## src/rtl/fft_avalon_pkg.sv

```systemverilog
// rtl/fft_avalon_pkg.sv - shared types and default constants for the FFT Avalon result path
// Contents:
//   res_state_t : result-master FSM states (IDLE, FETCH, LOAD, WRITE, DONE)
//   NUM_SAMPLES : default words per frame
//   BASE_ADDR   : default first Avalon byte address of the output frame
//   ADDR_STRIDE : default byte increment between consecutive words
package fft_avalon_pkg;

    typedef enum logic [2:0] {
        ST_IDLE  = 3'd0,
        ST_FETCH = 3'd1,
        ST_LOAD  = 3'd2,
        ST_WRITE = 3'd3,
        ST_DONE  = 3'd4
    } res_state_t;

    localparam int          NUM_SAMPLES = 256;
    localparam logic [31:0] BASE_ADDR   = 32'h0850_0000;
    localparam int          ADDR_STRIDE = 2;

endpackage

```

## src/rtl/flex_counter.sv

```systemverilog
// rtl/flex_counter.sv - parameterised up-counter with synchronous clear and programmable rollover
// Ports:
//   clk, n_rst    : clock, asynchronous active-low reset
//   clear         : synchronous clear to zero (wins over count_enable)
//   count_enable  : advance the count by one
//   rollover_val  : last value before the count wraps back to zero
//   count_out     : current count
//   rollover_flag : high while count_out equals rollover_val
module flex_counter #(
    parameter int NUM_CNT_BITS = 4
) (
    input  logic                    clk,
    input  logic                    n_rst,
    input  logic                    clear,
    input  logic                    count_enable,
    input  logic [NUM_CNT_BITS-1:0] rollover_val,
    output logic [NUM_CNT_BITS-1:0] count_out,
    output logic                    rollover_flag
);

    always_ff @(posedge clk or negedge n_rst) begin
        if (!n_rst) begin
            count_out <= '0;
        end else if (clear) begin
            count_out <= '0;
        end else if (count_enable) begin
            if (count_out == rollover_val) begin
                count_out <= '0;
            end else begin
                count_out <= count_out + 1'b1;
            end
        end
    end

    assign rollover_flag = (count_out == rollover_val);

endmodule

```

## src/rtl/avalon_result_master.sv

```systemverilog
// rtl/avalon_result_master.sv - Avalon-MM write master draining FFT results to system memory
// Optional feature macro: AVALON_RESULT_IRQ_EN (adds dump_irq / irq_clear sticky interrupt)
// Ports:
//   clk, n_rst          : clock, asynchronous active-low reset
//   fft_done            : one-cycle pulse, result buffer holds a complete frame
//   rAddress / rData    : synchronous result RAM read port (data one cycle after address)
//   master_address      : Avalon byte address
//   master_write        : Avalon write request
//   master_writedata    : Avalon write data
//   master_byteenable   : 2'b11 during writes, 2'b00 otherwise
//   master_waitrequest  : slave stall
//   dump_busy           : high whenever the FSM is not idle
//   dump_done           : one-cycle pulse after the last word is accepted
//   dump_irq, irq_clear : (AVALON_RESULT_IRQ_EN only) sticky completion flag and its clear
module avalon_result_master #(
    parameter int          NUM_SAMPLES = fft_avalon_pkg::NUM_SAMPLES,
    parameter int          ADDR_W      = 9,
    parameter int          DATA_W      = 16,
    parameter logic [31:0] BASE_ADDR   = fft_avalon_pkg::BASE_ADDR,
    parameter int          ADDR_STRIDE = fft_avalon_pkg::ADDR_STRIDE
) (
    input  logic              clk,
    input  logic              n_rst,
    input  logic              fft_done,
    output logic [ADDR_W-1:0] rAddress,
    input  logic [DATA_W-1:0] rData,
    output logic [31:0]       master_address,
    output logic              master_write,
    output logic [DATA_W-1:0] master_writedata,
    output logic [1:0]        master_byteenable,
    input  logic              master_waitrequest,
`ifdef AVALON_RESULT_IRQ_EN
    output logic              dump_irq,
    input  logic              irq_clear,
`endif
    output logic              dump_busy,
    output logic              dump_done
);

    import fft_avalon_pkg::*;

    res_state_t        state, next_state;
    logic [ADDR_W-1:0] index;
    logic              last_word;
    logic [DATA_W-1:0] wdata;
    logic              accepted;
    logic [31:0]       index_ext;

    assign accepted = (state == ST_WRITE) && !master_waitrequest;

    // Index is cleared while idle so every frame starts at word 0, and again
    // in DONE so an abandoned or finished frame never leaks into the next one.
    flex_counter #(
        .NUM_CNT_BITS(ADDR_W)
    ) u_index (
        .clk          (clk),
        .n_rst        (n_rst),
        .clear        ((state == ST_IDLE) || (state == ST_DONE)),
        .count_enable (accepted),
        .rollover_val (ADDR_W'(NUM_SAMPLES - 1)),
        .count_out    (index),
        .rollover_flag(last_word)
    );

    always_ff @(posedge clk or negedge n_rst) begin
        if (!n_rst) begin
            state <= ST_IDLE;
        end else begin
            state <= next_state;
        end
    end

    always_ff @(posedge clk or negedge n_rst) begin
        if (!n_rst) begin
            wdata <= '0;
        end else if (state == ST_LOAD) begin
            wdata <= rData;
        end
    end

    always_comb begin
        next_state = state;
        case (state)
            ST_IDLE:  if (fft_done) next_state = ST_FETCH;
            ST_FETCH: next_state = ST_LOAD;
            ST_LOAD:  next_state = ST_WRITE;
            ST_WRITE: if (accepted) next_state = last_word ? ST_DONE : ST_FETCH;
            ST_DONE:  next_state = ST_IDLE;
            default:  next_state = ST_IDLE;
        endcase
    end

    assign index_ext = {{(32-ADDR_W){1'b0}}, index};

    // All bus outputs decode from state, so an asynchronous reset forces them
    // low immediately; during a stall state/index/wdata are frozen, which
    // holds address, data and byteenable stable.
    assign rAddress          = (state == ST_FETCH) ? index : '0;
    assign master_write      = (state == ST_WRITE);
    assign master_address    = master_write ? (BASE_ADDR + index_ext * 32'(ADDR_STRIDE)) : 32'd0;
    assign master_writedata  = master_write ? wdata : '0;
    assign master_byteenable = master_write ? 2'b11 : 2'b00;
    assign dump_busy         = (state != ST_IDLE);
    assign dump_done         = (state == ST_DONE);

`ifdef AVALON_RESULT_IRQ_EN
    // Set has priority so a completion coinciding with a clear is never lost.
    always_ff @(posedge clk or negedge n_rst) begin
        if (!n_rst) begin
            dump_irq <= 1'b0;
        end else if (state == ST_DONE) begin
            dump_irq <= 1'b1;
        end else if (irq_clear) begin
            dump_irq <= 1'b0;
        end
    end
`endif

endmodule

```

## config.mk

```make
export PLATFORM = sky130hd
export DESIGN_NAME = avalon_result_master
export DESIGN_NICKNAME = d
export VERILOG_FILES = /design/src/rtl/fft_avalon_pkg.sv /design/src/rtl/flex_counter.sv /design/src/rtl/avalon_result_master.sv
export SDC_FILE = /design/constraint.sdc
export NUM_CORES = 1
export LEC_CHECK = 0
export ABC_AREA = 1
export BUFFER_PORTS_ARGS = -buffer_cell sky130_fd_sc_hd__buf_4
export CAP_MARGIN = 20
export CORE_MARGIN = 10
export CORE_UTILIZATION = 48
export CTS_CLUSTER_DIAMETER = 200
export CTS_CLUSTER_SIZE = 10
export DETAILED_ROUTE_END_ITERATION = 7
export PLACE_DENSITY = 0.9
export RECOVER_POWER = 100
export SETUP_SLACK_MARGIN = 0.4
export SYNTH_ARGS = -nofsm -noshare
export SYNTH_HDL_FRONTEND = slang
export SYNTH_SLANG_ARGS = --single-unit
```

## constraint.sdc

```tcl
create_clock -name clk -period 3 [get_ports clk]
set_clock_uncertainty 0.05 [all_clocks]
set_input_delay 0.45 -clock clk [delete_from_list [all_inputs] [get_ports clk]]
set_output_delay 0.45 -clock clk [all_outputs]
set_load 0.01 [all_outputs]
```

# Word level (Yosys, flattened, before mapping)
# Cells that the tools add are included.
[classes]
addsub = 2
eq_ne = 7
muxes = 11
n_reduce_logical = 7
[op_table]
columns = ["op", "count"]
rows = [
  ["$mux 9", 4],
  ["$add 28x10->29 const A", 1],
  ["$mux 29", 1],
  ["$mux 16", 1],
  ["$pmux 3 s4", 1],
  ["$add 9x1->9 const B", 1],
  ["$eq 9x8->1 const B", 1],
  ["$mux 3", 3],
  ["$eq 3x2->1 const B", 2],
  ["$eq 3x1->1 const B", 1],
  ["$eq 3x3->1 const B", 1],
  ["$logic_not 3->1", 1],
  ["$reduce_bool 3->1", 1],
  ["$mux 2", 1],
  ["$ne 2x1->1 const B", 1],
  ["$ne 2x2->1 const B", 1],
  ["$reduce_and 2->1", 1],
  ["$reduce_bool 2->1", 1],
  ["$logic_and 1x1->1", 1],
  ["$logic_not 1->1", 1],
  ["$logic_or 1x1->1", 1],
]
[word_totals]
reg_bits = 28
input_bits = 20
out_inout_bits = 62
wordCells = 30

# Depth between registers and ports, before layout
# Gate-level depths: netlist of the first run.
[depth]
ltp_word = 4
mapped_depth = 8

# Cells and area by module
# A second synthesis of the first run with hierarchy kept.
[hier_totals]
hier_cells = 243
area_unflattened_um2 = 1848.0
[modules_own_cells]
columns = ["mod", "instances", "area_per_inst_um2", "seq_area_each_um2", "cells_each"]
rows = [
  ["avalon_result_master", 1, 1201.2, 475.5, 165],
  ["flex_counter", 1, 646.9, 225.2, 78],
]

# Worst setup path after synthesis of the first run
# OpenSTA, ideal clock, no wires.
[synth_timing]
path_kind = "reg2out"
startpoint = "register state[1]"
endpoint = "output port master_address[5]"
required_ns = 2.500
slack_ns = 1.386
stages_incl_launch_ff = 6
t_arrival_ns = 1.114
cell_sequence = "dfrtp_1 > nand2_2 > nor2_4 > inv_2 > buf_2 > nor2_1"
[synth_between]
elab_chain_len = 2
[synth_rtl]
columns = ["item", "line_no", "text"]
rows = [
  ["from (decl)", "avalon_result_master.sv:42", "res_state_t state, next_state;"],
  ["from (signal assigned)", "avalon_result_master.sv:69", "state <= next_state;"],
  ["$eq 3x2->1", "avalon_result_master.sv:99", "assign master_write = (state == ST_WRITE);"],
  ["net master_write", "avalon_result_master.sv:28", "output logic master_write,"],
  ["$mux 29", "avalon_result_master.sv:100", "assign master_address = master_write ? (BASE_ADDR + index_ext * 32'(ADDR_STRIDE)) : 32'd0;"],
  ["to (decl)", "avalon_result_master.sv:27", "output logic [31:0] master_address,"],
]
# The timed path passes the listed nets, and every way through them passes these cells.

# Worst setup path after layout of the first run
[layout_timing]
startpoint = "register state[0]"
endpoint = "output port master_writedata[11]"
[layout_between]
elab_chain_len = 2
[layout_rtl]
columns = ["item", "line_no", "text"]
rows = [
  ["$eq 3x2->1", "avalon_result_master.sv:99", ""],
  ["$mux 16", "avalon_result_master.sv:101", "assign master_writedata = master_write ? wdata : '0;"],
  ["to (decl)", "avalon_result_master.sv:29", "output logic [DATA_W-1:0] master_writedata,"],
]
# Every way passes these cells.

==> impl_summary.md, run 1 <==
Status
The run finished with clean final reports.

Die
Pin placement for this block handled 82 I/O pins. The area of the core is 0.00336 sq mm. The die is 79.1 um tall.

The die boundary width is 79.1 um. The floorplan has 21 rows. The full die area is 0.00626 sq mm. Once the floorplan was initialized, standard cells occupied 49.9% of the core.

Synthesis
The count of cell types in the netlist is 23. The cell type contributing the most total cell area after synthesis is sky130_fd_sc_hd__dfrtp_1. After synthesis, flip-flops and latches occupy 41.7% of the total area. Synthesis produced 228 cells. The post-synthesis instance area is roughly 0.0017 sq mm. The area share of the largest cell type after synthesis is between 40% and 50%. In the post-synthesis netlist, the biggest area contributors are sky130_fd_sc_hd__dfrtp_1, sky130_fd_sc_hd__nor2_1, sky130_fd_sc_hd__buf_4, sky130_fd_sc_hd__inv_1, sky130_fd_sc_hd__a21oi_1. A synthesized cell averages 7.36 sq um. The post-synthesis sequential element count is 28. For this run, the number of Yosys warnings is 0.

Timing
The achievable clock frequency is 0.432 GHz. The post-route setup TNS is 0 ps. The number of failing hold endpoints at the final stage came to 0. At the pin with the least slew margin, the transition time is 1460 ps. Setup repair after global routing left no endpoint under its margin. The minimum period implied by the final worst setup slack is 2320 ps. The worst pin sits at a relative slew slack of around 2.9%. The portion of the clock cycle consumed by the worst path in the final layout is 77.2%. The count of final setup violators is 0. The max-slew violation count came to 0.

Global routing
The number of antenna violations at the first check in global routing was 0. For this run the aggregate overflow at the end of global routing stands at 0. The wire length of the first global-routing pass is 6.92 mm. For this run, global-route usage on met1 was measured as 14.1%. For met3 alone, demand over resource in global routing was 6.08%. The via count of the first global-routing pass is 1540.

The aggregate global-route resource usage is 13.0%. The met2 global-route usage is around 22%. The largest net degree at the start of global routing is 34.

met2 is the most crowded layer.

Worst setup path
By startpoint and endpoint, the worst setup path is classified as reg2out. Walking the worst path, the cells encountered are nand2_1, nor2_4, inv_1, nor2_1, clkbuf_1. The standard cell with the maximum stage delay on the critical path is sky130_fd_sc_hd__dfrtp_1. The timing startpoint of the critical path is state[0]$_DFFE_PN0P_. The startpoint identified for the worst register-to-register timing path is state[2]$_DFFE_PN0P_. The worst setup path is launched from a flip-flop. In this design, the stage delay of the slowest critical-path cell is 420 ps. The critical path arrival is 1820 ps. At the worst endpoint, the required time is ~2500 ps. The worst setup path is captured at an output pin. Along the worst path, the maximum fanout reaches 25.

Power and ir drop
The leakage power is 0.991 nW. The ratio of total power to cell area is 859 mW/mm^2. The maximum ir drop on the vdd rail is 0.490 mV.

Route
The routed wire length is 4.08 mm. The first-pass iteration count of the detailed router is 4. The detailed router finished its first iteration with 108 violations.

The routed layout has between 1000 and 1500 vias. The remaining design rule violation count is 0. The number of antenna-violating nets in the routed design is 0.

The wire length per cell is around 12 um. The via-per-instance ratio is 4.54.

Finish
The net count of the finished layout is around 300. The count of filler cells inserted in the layout is 374. The fraction of layout cells with a size suffix above 1 is around 9.3%. From synthesis to final layout, the design area changed by 13.6%. Excluding fillers, the count of instances in the completed layout stands at 327.

The repair_antennas step left the layout with diodes totalling 0.

CTS
The count of buffers added by post-CTS timing repair for setup is 0. The insertion delay of the later-clocked pin in the worst-skew pair is 320 ps. The largest buffer count on any clock path is 2. After clock tree synthesis, the clock-pin slew on the worst setup and hold paths is 140 ps.

The total clock buffers created by CTS is 3. The CTS sink count is 28. CTS built an H-tree with a depth of 1.

TritonCTS built the clock tree. The clock root buffer master is sky130_fd_sc_hd__clkbuf_4.

Placed design
The number of I/O port buffers is 61. Detailed placement ended at an HPWL of 3.28 mm. Once placement completed, the tool counted placed cells totaling 323.

The last weighted congestion value of the routability-driven placer is 0.801.

Hold path
The path class of the tightest hold or removal check is in2reg. In this run the most critical hold path is launched from rData[12].

Job
The tool flagged a number of max-cap violations equal to 0.
-- registers in the layout, indices dropped and copies added, names as in the netlist --
| name | count |
|---|---|
| u_index.count_out | 9 |
| state | 3 |
| wdata | 16 |
-- final cells by class --
type | instances | area (sq um) | area share, %
Sequential cell | 28 | 701 | 36.7
Multi-Input combinational cell | 152 | 678 | 35.5
Timing Repair Buffer | 62 | 314 | 16.5
Inverter | 36 | 135 | 7.08
Tap cell | 46 | 57.6 | 3.02
Clock buffer | 3 | 22.5 | 1.18
-- logic make-up after synthesis --
kind of cell / synth area share, %
buffers and inverters: 21.4
other: 0.223
AND/OR/NAND/NOR: 27.9
XOR/XNOR: 0.522
flip-flops: 41.7
adder cells (fa/ha/maj): 0.745
AO/OA/AOI/OAI: 7.53
-- layout by cell type, fill, tap and decap left out, drive strengths merged --
cell type	n
nand2	25
nand3	10
o21ai	7
a21oi	17
or2	1
buf	20
clkbuf	44
ha	1
nor2	62
inv	36
a31oi	1
dlygate4sd3	1
conb	20
nand4	7
xor2	1
dfrtp	28
-- metal layers --
metal | wire, um | vias up | share of wire (%)
li1 | - | 759 | -
met1 | 1720 | 665 | 42
met2 | 1940 | 57 | 47
met3 | 413 | 2 | 10
met4 | 12 | 0 | 0.29
met5 | 0 | - | 0
-- path summary, 6_finish.rpt --
| kind | to | slack, ps | cells past startpoint |
|---|---|---|---|
| max | master_writedata[11] | 680 | 5 |
| min | wdata[12]$_DFFE_PN0N_ | 320 | 3 |
| max reg2reg | wdata[14]$_DFFE_PN0N_ | 1310 | 4 |
| min reg2reg | wdata[8]$_DFFE_PN0N_ | 470 | 2 |
| max in group asynchronous | state[2]$_DFFE_PN0P_ | 1100 | 2 |
| min in group asynchronous | wdata[1]$_DFFE_PN0N_ | 950 | 2 |
-- worst max-delay path: cells and delay by family, from the launching register on --
kind	cells	cell delay, ps
buffers and inverters	2	570
and+or+nand+nor	3	500
DFF	1	420
-- where the power goes --
part           internal, W  switching (W)
Sequential        0.000523      0.0000691
Combinational     0.000268       0.000629
Clock            0.0000470       0.000103
-- cell usage after synthesis --
library cell / n
sky130_fd_sc_hd__inv_2: 2
sky130_fd_sc_hd__buf_6: 1
sky130_fd_sc_hd__buf_4: 25
sky130_fd_sc_hd__nand2_2: 1
sky130_fd_sc_hd__inv_1: 34
sky130_fd_sc_hd__o21ai_0: 7
sky130_fd_sc_hd__dfrtp_1: 28
sky130_fd_sc_hd__buf_2: 5
sky130_fd_sc_hd__nand2_4: 1
sky130_fd_sc_hd__nand3_2: 1
sky130_fd_sc_hd__nor2_4: 1
sky130_fd_sc_hd__conb_1: 1
sky130_fd_sc_hd__ha_1: 1
sky130_fd_sc_hd__nor2_1: 60
sky130_fd_sc_hd__nor2_2: 1
sky130_fd_sc_hd__nand3_1: 9
sky130_fd_sc_hd__nand2_1: 22
sky130_fd_sc_hd__nand4_1: 7
sky130_fd_sc_hd__xor2_1: 1
sky130_fd_sc_hd__a21oi_1: 17
sky130_fd_sc_hd__or2_1: 1
sky130_fd_sc_hd__a31oi_1: 1
sky130_fd_sc_hd__nand2_8: 1
-- what timing repair did --
item                      CTS  global route
hold buffers                1             0
hold endpoints to repair   28             0
gates resized for setup     0             0
-- stage by stage --
stage / utilization [%] / instance area [sq um] / setup WS (ps) / power (W) / hold slack, ps
after CTS: 61.7 / 2070 / 853 / 0.00184 / 309
after global placement: 60.7 / 2040 / 1230 / 0.00166 / 333
after detailed placement: 60.7 / 2040 / 1240 / 0.00169 / 334
final: 56.7 / 1910 / 684 / 0.00164 / 318
after global routing: 56.7 / 1910 / 423 / 0.00181 / 314
after floorplan: - / 1750 / 1390 / 0.00131 / 104
Power figures use the tool's default switching activity.
==> inputs of run 2 (changes only) <==
Settings changed: CORE_UTILIZATION 48 to 41, PLACE_DENSITY 0.9 to 0.82.
Clock period 3 ns to 1.9 ns, I/O delays scaled along.
==> run 2 against run 1 <==
Against the previous run: utilization up 4.5 points; sequential power increased by 61%; critical path depth grew 1; sequential share of layout area down 7.8 points; final cell count up 4.3%; wire length rose by 22%; die area is 13% higher; clock power grew 150%; power is 130% higher; register-to-register slack worse by 960 ps; critical path type unchanged; largest cell class is now multi-input gates; largest power group unchanged; highest routed layer unchanged.
==> impl_summary.md, run 2 (same netlist as run 1, synthesis figures left out) <==
CTS
The largest buffer count on any clock path is 2 (unchanged). CTS placed an instance of sky130_fd_sc_hd__clkbuf_8 at the clock tree root. The clock-pin slew of the registers on the worst-case setup and hold paths is 100 ps (-40 ps). The number of levels the H-tree was split into is 1 (unchanged). The CTS sink count is 28 (unchanged). The insertion delay of the later-clocked pin in the worst-skew pair is 270 ps (-50 ps). TritonCTS built the clock tree.

The total clock buffers created by CTS is 3 (unchanged).

Timing
The worst slew margin relative to its limit is 52.5% (+50 points). The minimum hold slack is 199 ps (-119 ps). The worst setup slack after layout is 165 ps (-519 ps).

The minimum period implied by the final worst setup slack is between 1500 and 2000 ps. The number of failing hold endpoints at the final stage is 0 (unchanged). The transition time of the tightest slew-check pin is 712 ps (-744 ps). The count of final setup violators is 0 (unchanged). The max-slew violation count is 0 (unchanged). Setup repair after global routing could not meet its margin everywhere.

Based on the critical path, the design can be clocked at up to 0.576 GHz. Of the available clock period, the critical path in the final layout requires about nine tenths. The post-route setup TNS is 0 ps (unchanged).

Die
The overall die height was 84.0 um (+6.1%). The effective utilization at floorplan is 42.3% (-7.6 points). The I/O pin total is 82 (unchanged). The area of the core is 0.00397 sq mm (+18%). The die boundary width is 84.0 um (+6.1%). The row count is 23 (+9.5%).

The full die area came to 0.00706 sq mm (+13%).

Worst setup path
STA classifies the critical path startpoint as a flip-flop. The critical path arrival is 1400 ps (-420 ps). The type of the setup path with the least slack is reg2out.

The worst register-to-register path ends at u_index.count_out[5]$_DFFE_PN0P_. The largest fanout of any net on the critical path was 13 (-48%). The signal on the critical path passes through nand2_2, nor2_4, buf_12, inv_16, nor2_4, buf_6. The depth of the worst register-to-register path is 10 (+6).

Among all stages on the critical path, the largest delay is contributed by sky130_fd_sc_hd__dfrtp_1. The type of destination of the critical path is an output pin. The register-to-register setup slack was 350 ps (-960 ps). The cell family contributing the most delay on the critical path is flip-flops.

The critical path's most frequent cell is sky130_fd_sc_hd__nor2_4. The buffers plus inverters on the worst setup path came to 3 (+1). The reg-to-reg critical path startpoint is state[1]$_DFFE_PN0P_. The delay contributed by the slowest stage of the critical path is 460 ps (+40 ps). The critical path required time is 1560 ps (-940 ps).

Finish
In the layout the commonest cells are sky130_fd_sc_hd__nor2_1, sky130_fd_sc_hd__buf_4, sky130_fd_sc_hd__inv_1. The final cell count without fillers came to 341 (+4.3%). The largest registers in the layout are wdata (16), u_index.count_out (9), state (3). The growth of design area from synthesis to finish is 44.8%. The net count of the finished layout came to 313 (+3.0%). wdata holds more flip-flops than any other register.

The fraction of layout cells with a size suffix above 1 is 35.4% (+26 points). The count of filler cells inserted in the layout is 352 (-5.9%). The number of antenna cells inserted came to 0 (unchanged). The number of flip-flops in the largest register is 16 (unchanged).

Route
The wire length per cell is 14.6 um (+17%). The total vias in the final route is 1601 (+8.0%). The via-per-instance ratio was 4.70 (+3.5%). The count of routing violations after the opening detailed-route iteration is 116 (+7.4%).

The first-pass iteration count of the detailed router came to 4 (unchanged). The number of antenna-violating nets in the routed design is 0 (unchanged). The remaining design rule violation count is 0 (unchanged). The routed wire length is 4.96 mm (+22%).

Global routing
The remaining global-route overflow is 0 (unchanged). The via count of the first global-routing pass is 1664 (+8.1%). The wire length of the first global-routing pass is 7.49 mm (+8.2%). The number of antenna violations at the first check in global routing is 0 (unchanged).

The aggregate global-route resource usage is 12.2% (-0.78 points). The largest net degree at the start of global routing is 34 (unchanged).

Placed design
The last weighted congestion value of the routability-driven placer came to 0.816 (+1.8%). The number of placed cells counting well taps is 328 (+1.5%). The pre-CTS setup slack is 294 ps (-942 ps). The post-detailed-placement half-perimeter wirelength came to 3.31 mm (+0.84%).

The number of I/O port buffers was 61 (unchanged).

Power and ir drop
The leakage power is 1.23 nW (+24%). The ratio of total power to cell area is 1550 mW/mm^2 (+80%). The maximum ir drop on the vdd rail is 0.918 mV (+87%).

Hold path
The worst min-delay path endpoint is wdata[2]$_DFFE_PN0N_. The origin of the worst min-delay path is rData[2]. The path type of the worst min-delay path is in2reg. The hold path depth came to 3 (unchanged).

Job
The number of maximum-capacitance violations is 0 (unchanged).

Status
The run finished with clean final reports.
==> run 2: cell type report <==
type | count | area (sq um) | share of cell area [%]
inverters | 36 | 154 | 6.33
repair buffers | 70 | 596 | 24.5
multi-input cells | 152 | 851 | 35.0
repair inverters | 1 | 11.3 | 0.463
well taps | 50 | 62.6 | 2.57
clock buffers | 4 | 55.1 | 2.26
flip-flops and latches | 28 | 702 | 28.9
==> run 2: layer usage <==
metal	vias to the layer above	wire (um)	track usage, %
met4	0	52	2.89
met2	75	2410	20.9
li1	777	-	-
met3	6	569	6.25
met1	743	1930	12.9
met5	-	0	0
==> run 2: power by group <==
group          leakage [nW]  internal, W  total [W]  switching [W]
Sequential            0.334     0.000830   0.000953       0.000123
Combinational         0.868      0.00105    0.00244        0.00140
Clock                0.0288     0.000185   0.000371       0.000186
Total                  1.23      0.00206    0.00377        0.00171
==> run 2: worst max path at each step <==
| stage | cells past startpoint | startpoint | end |
|---|---|---|---|
| after floorplan | 5 | state[1]$_DFFE_PN0P_ | master_address[5] |
| after global placement | 4 | state[2]$_DFFE_PN0P_ | rAddress[8] |
| after detailed placement | 5 | state[1]$_DFFE_PN0P_ | master_address[9] |
| after CTS | 5 | state[1]$_DFFE_PN0P_ | master_address[2] |
| after global routing | 6 | state[1]$_DFFE_PN0P_ | master_writedata[5] |
| final | 6 | state[1]$_DFFE_PN0P_ | master_address[4] |
==> run 2: through the flow <==
stage / cell area [sq um] / power (W) / utilization [%]
4_1_cts: 2180 / 0.00314 / 54.9
3_3_place_gp: 2050 / 0.00262 / 51.7
5_1_grt: 2430 / 0.00405 / 61.2
3_5_place_dp: 2050 / 0.00266 / 51.7
2_1_floorplan: 1750 / 0.00207 / -
6_report: 2430 / 0.00377 / 61.2
==> run 2: worst reg2reg max path, stage by stage (launching register included) <==
cell	delay, ps
sky130_fd_sc_hd__dfrtp_1	460
sky130_fd_sc_hd__nand2_2	100
sky130_fd_sc_hd__nor2_4	140
sky130_fd_sc_hd__buf_12	140
sky130_fd_sc_hd__buf_8	140
sky130_fd_sc_hd__nand2_4	90
sky130_fd_sc_hd__nand2_8	100
sky130_fd_sc_hd__nand3_2	60
sky130_fd_sc_hd__nand2_1	60
sky130_fd_sc_hd__inv_1	40
sky130_fd_sc_hd__nor2_1	100
==> run 2: what timing repair did <==
| item | CTS | global route |
|---|---|---|
| buffers inserted | 3 | 4 |
| endpoints found under the hold margin | 28 | 0 |
| hold buffers | 1 | 0 |
| resized for setup | 12 | 72 |
| setup endpoints to repair | 36 | 51 |
| gates cloned | 0 | 1 |
| pin swaps | 3 | 2 |
==> inputs of run 3 (changes only) <==
Settings changed: ABC_AREA 1 to not set, PLACE_DENSITY 0.82 to 0.83.
==> run 3 against run 2 <==
Against the previous run: clock power grew 29%; register-to-register slack lost 220 ps; utilization is 0.35 points lower; critical path type is now reg2reg.
==> impl_summary.md, run 3 <==
Status
The flow ran to the end, and the final reports show no timing, DRC or antenna violations.

Finish
The library cells used most frequently in the layout, excluding fill and tap cells, are sky130_fd_sc_hd__buf_4, sky130_fd_sc_hd__dfrtp_1, sky130_fd_sc_hd__conb_1. The final core utilization is 60.9% (-0.35 points). The net count of the finished layout came to 264 (-16%).

The number of antenna cells inserted is 0 (unchanged). The post-route cell area is 0.00240 sq mm (-1.3%). Ranked by flip-flop count, first place goes to wdata. The largest registers in the layout are wdata (16), u_index.count_out (9), state (3).

The number of flip-flops in the largest register is 16 (unchanged). The fraction of layout cells with a size suffix above 1 is 51.7% (+16 points). The growth of design area from synthesis to finish is 45.0%. The multi-input gate area in the final layout is 882 sq um (+3.7%).

The most common cell after layout, fill and taps aside is sky130_fd_sc_hd__buf_4. The area of all sequential standard cells was 703 sq um (+0.18%). The count of filler cells inserted in the layout is 327 (-7.1%).

Synthesis
Of all cell types, the one taking the most synthesized area is sky130_fd_sc_hd__dfrtp_1. The post-synthesis sequential element count is 28 (unchanged). The cell with the most instances after synthesis is sky130_fd_sc_hd__and2_1. The post-synthesis instance area is 0.00166 sq mm (-1.4%). The mean instance size in the synthesized netlist came to 10.1 sq um (+37%).

The count of cell types in the netlist is 35 (+52%). The yosys synthesis warning count is 0 (unchanged). The prevailing post-synth register cell is sky130_fd_sc_hd__dfrtp_1. The number of enable-type register cells in the synthesized netlist is 0 (unchanged). The share of synthesized flip-flops with an asynchronous set or reset came to 100% (unchanged). The area share of the largest cell type after synthesis came to 42.3% (+0.60 points). By area the synthesized netlist is led by sky130_fd_sc_hd__dfrtp_1, sky130_fd_sc_hd__and2_1, sky130_fd_sc_hd__buf_4, sky130_fd_sc_hd__mux2_2, sky130_fd_sc_hd__nand3_1. Counting instances in the post-synthesis netlist gives the leading cell types as sky130_fd_sc_hd__and2_1, sky130_fd_sc_hd__dfrtp_1, sky130_fd_sc_hd__buf_4, sky130_fd_sc_hd__mux2_2. The sequential-to-total area share from yosys stat is 42.3% (+0.60 points). The synthesized instance count is 164 (-28%).

Global routing
The aggregate global-route resource usage came to 12.3% (+0.15 points). The number of antenna violations at the first check in global routing is 0 (unchanged). The wire length of the first global-routing pass is 7.45 mm (-0.55%). The via count of the first global-routing pass is 1519 (-8.7%). The remaining global-route overflow is 0 (unchanged). The largest net degree at the start of global routing is 29 (-15%).

Worst setup path
Among all stages on the critical path, the largest delay is contributed by sky130_fd_sc_hd__dfrtp_1. The buffers plus inverters on the worst setup path is 2 (-1). The kind of cell adding the most delay to the critical path is flip-flops. The worst setup path is captured at a flip-flop. The critical path arrival is 1900 ps (+500 ps). The critical path's most frequent cell is sky130_fd_sc_hd__clkbuf_2. By startpoint and endpoint, the worst setup path is classified as reg2reg. The worst setup path is launched from a flip-flop.

The critical path required time is 2020 ps (+460 ps). The delay contributed by the slowest stage of the critical path is 450 ps (about the same). The startpoint identified for the worst register-to-register timing path is state[2]$_DFFE_PN0P_. The largest fanout of any net on the critical path is 8 (-5).

Traced cell by cell, the critical path runs through clkbuf_2, nor4bb_2, clkbuf_2, nand2_1, o311a_1. The critical path starts at state[2]$_DFFE_PN0P_.

Placed design
The cell area reported after detailed placement came to 0.00209 sq mm (+1.6%). The post-detailed-placement half-perimeter wirelength was 3.13 mm (-5.3%). The last weighted congestion value of the routability-driven placer was 0.825 (+1.2%). The number of I/O port buffers is 61 (unchanged).

CTS
Clock tree synthesis selected as its root buffer the cell sky130_fd_sc_hd__clkbuf_8. The insertion delay of the later-clocked pin in the worst-skew pair is 280 ps (about the same). The CTS sink count came to 28 (unchanged). The TritonCTS clock tree is yes.

The largest buffer count on any clock path came to 2 (unchanged). The total clock buffers created by CTS is 3 (unchanged). The number of levels the H-tree was split into is 1 (unchanged).

The clock-pin slew of the registers on the worst-case setup and hold paths came to 100 ps (about the same).

Timing
The minimum hold slack is 177 ps (-22.5 ps). The count of final setup violators was 0 (unchanged). The portion of the clock cycle consumed by the worst path in the final layout came to 93.3% (+2.0 points). The worst slew margin relative to its limit came to 54.6% (+2.1 points). Setup repair after global routing could not meet its margin everywhere. The transition time of the tightest slew-check pin is 681 ps (-31.4 ps). The max-slew violation count came to 0 (unchanged). The number of failing hold endpoints at the final stage is 0 (unchanged).

The minimum period implied by the final worst setup slack was 1770 ps (+37.2 ps). The post-route setup TNS is 0 ps (unchanged). The achievable clock frequency came to 0.564 GHz (-2.1%).

Die
The die boundary width was 83.5 um (-0.54%). The row count is 23 (unchanged). The overall die height came to 83.5 um (-0.54%).

The I/O pin total came to 82 (unchanged). The effective utilization at floorplan is 42.0% (-0.29 points). The area of the core is 0.00394 sq mm (-0.72%). The full die area came to 0.00698 sq mm (-1.1%).

Power and ir drop
The ratio of total power to cell area was 1560 mW/mm^2 (+0.48%). The maximum ir drop on the vdd rail came to 0.639 mV (-30%). The leakage power is 1.16 nW (-5.8%).

Hold path
The path type of the worst min-delay path is in2reg. The origin of the worst min-delay path is rData[4].

Route
The first-pass iteration count of the detailed router came to 4 (unchanged). The number of antenna-violating nets in the routed design came to 0 (unchanged). The routed wire length is 4.73 mm (-4.8%). The wire length per cell is 16.2 um (+11%). The count of routing violations after the opening detailed-route iteration is 52 (-55%). The total vias in the final route came to 1427 (-11%). The via-per-instance ratio came to 4.89 (+4.1%).

The remaining design rule violation count is 0 (unchanged).

Job
The number of maximum-capacitance violations is 0 (unchanged).
## run 3: cell count changes in the layout (fill, tap and decap cells not counted), sizes merged, moves of 5 or more
cell   before  now
nor2       62    7
inv        37    0
and2        0   35
nand2      25    6
buf        60   77
mux2        0   16
a21oi      17    4
o21ai       7    1
nand4       7    2
## run 3: layer usage
metal | vias to the layer above | track usage [%] | wire, um
li1 | 660 | - | -
met1 | 701 | 13.5 | 1980
met4 | 0 | 2.89 | 34
met2 | 61 | 22.7 | 2400
met3 | 5 | 3.52 | 315
met5 | - | 0 | 0
## run 3: logic make-up (layout without fill, tap and decap cells)
kind of cell	after synthesis	count (layout)	share of synthesized area [%]
AO/OA/AOI/OAI	12	12	5.14
XOR/XNOR	3	3	1.59
adder cells (fa/ha/maj)	1	1	0.756
buffers and inverters	35	94	14.7
flip-flops	28	28	42.3
multiplexers	16	16	10.9
other	1	20	0.227
AND/OR/NAND/NOR	68	68	24.3
## run 3: repair_timing
item,4_1_cts,5_1_grt
gates resized for setup,17,32
endpoints found under the setup margin,54,68
pin swaps,7,10
hold buffers,1,0
endpoints found under the hold margin,28,0
setup buffers,11,4
cloned,3,0
## run 3: worst register-to-register path: stages, from the launching register on
cell	delay, ps
sky130_fd_sc_hd__dfrtp_1	450
sky130_fd_sc_hd__clkbuf_2	190
sky130_fd_sc_hd__nor4bb_2	290
sky130_fd_sc_hd__clkbuf_2	260
sky130_fd_sc_hd__nand2_1	120
sky130_fd_sc_hd__o311a_1	300
## run 3: final timing paths
check	end	slack, ps	cells past startpoint
hold reg to reg	wdata[7]$_DFFE_PN0N_	460	1
hold / removal	wdata[4]$_DFFE_PN0N_	180	2
setup reg to reg	u_index.count_out[8]$_DFFE_PN0P_	130	5
setup / recovery	u_index.count_out[8]$_DFFE_PN0P_	130	5
max in group asynchronous	state[0]$_DFFE_PN0P_	800	2
min in group asynchronous	wdata[5]$_DFFE_PN0N_	510	2
## run 3: where the power goes
group	internal (W)	switching [W]
Combinational	0.00125	0.00102
Sequential	0.000838	0.000150
Clock	0.000283	0.000197
Total	0.00237	0.00136
## run 3: metrics by stage
stage | instances | worst slack [ps] | power (W)
3_5_place_dp | 269 | 255 | 0.00285
2_1_floorplan | 183 | 312 | 0.00214
5_1_grt | 292 | 57.2 | 0.00400
3_3_place_gp | 269 | 319 | 0.00281
6_report | 292 | 128 | 0.00374
4_1_cts | 288 | 177 | 0.00354
## run 3: cell type report
| type | count | share of cell area [%] |
|---|---|---|
| Sequential cell | 28 | 29.3 |
| Clock buffer | 3 | 1.72 |
| Clock inverter | 1 | 1.25 |
| Tap cell | 50 | 2.61 |
| Timing Repair Buffer | 90 | 28.4 |
| Multi-Input combinational cell | 120 | 36.8 |
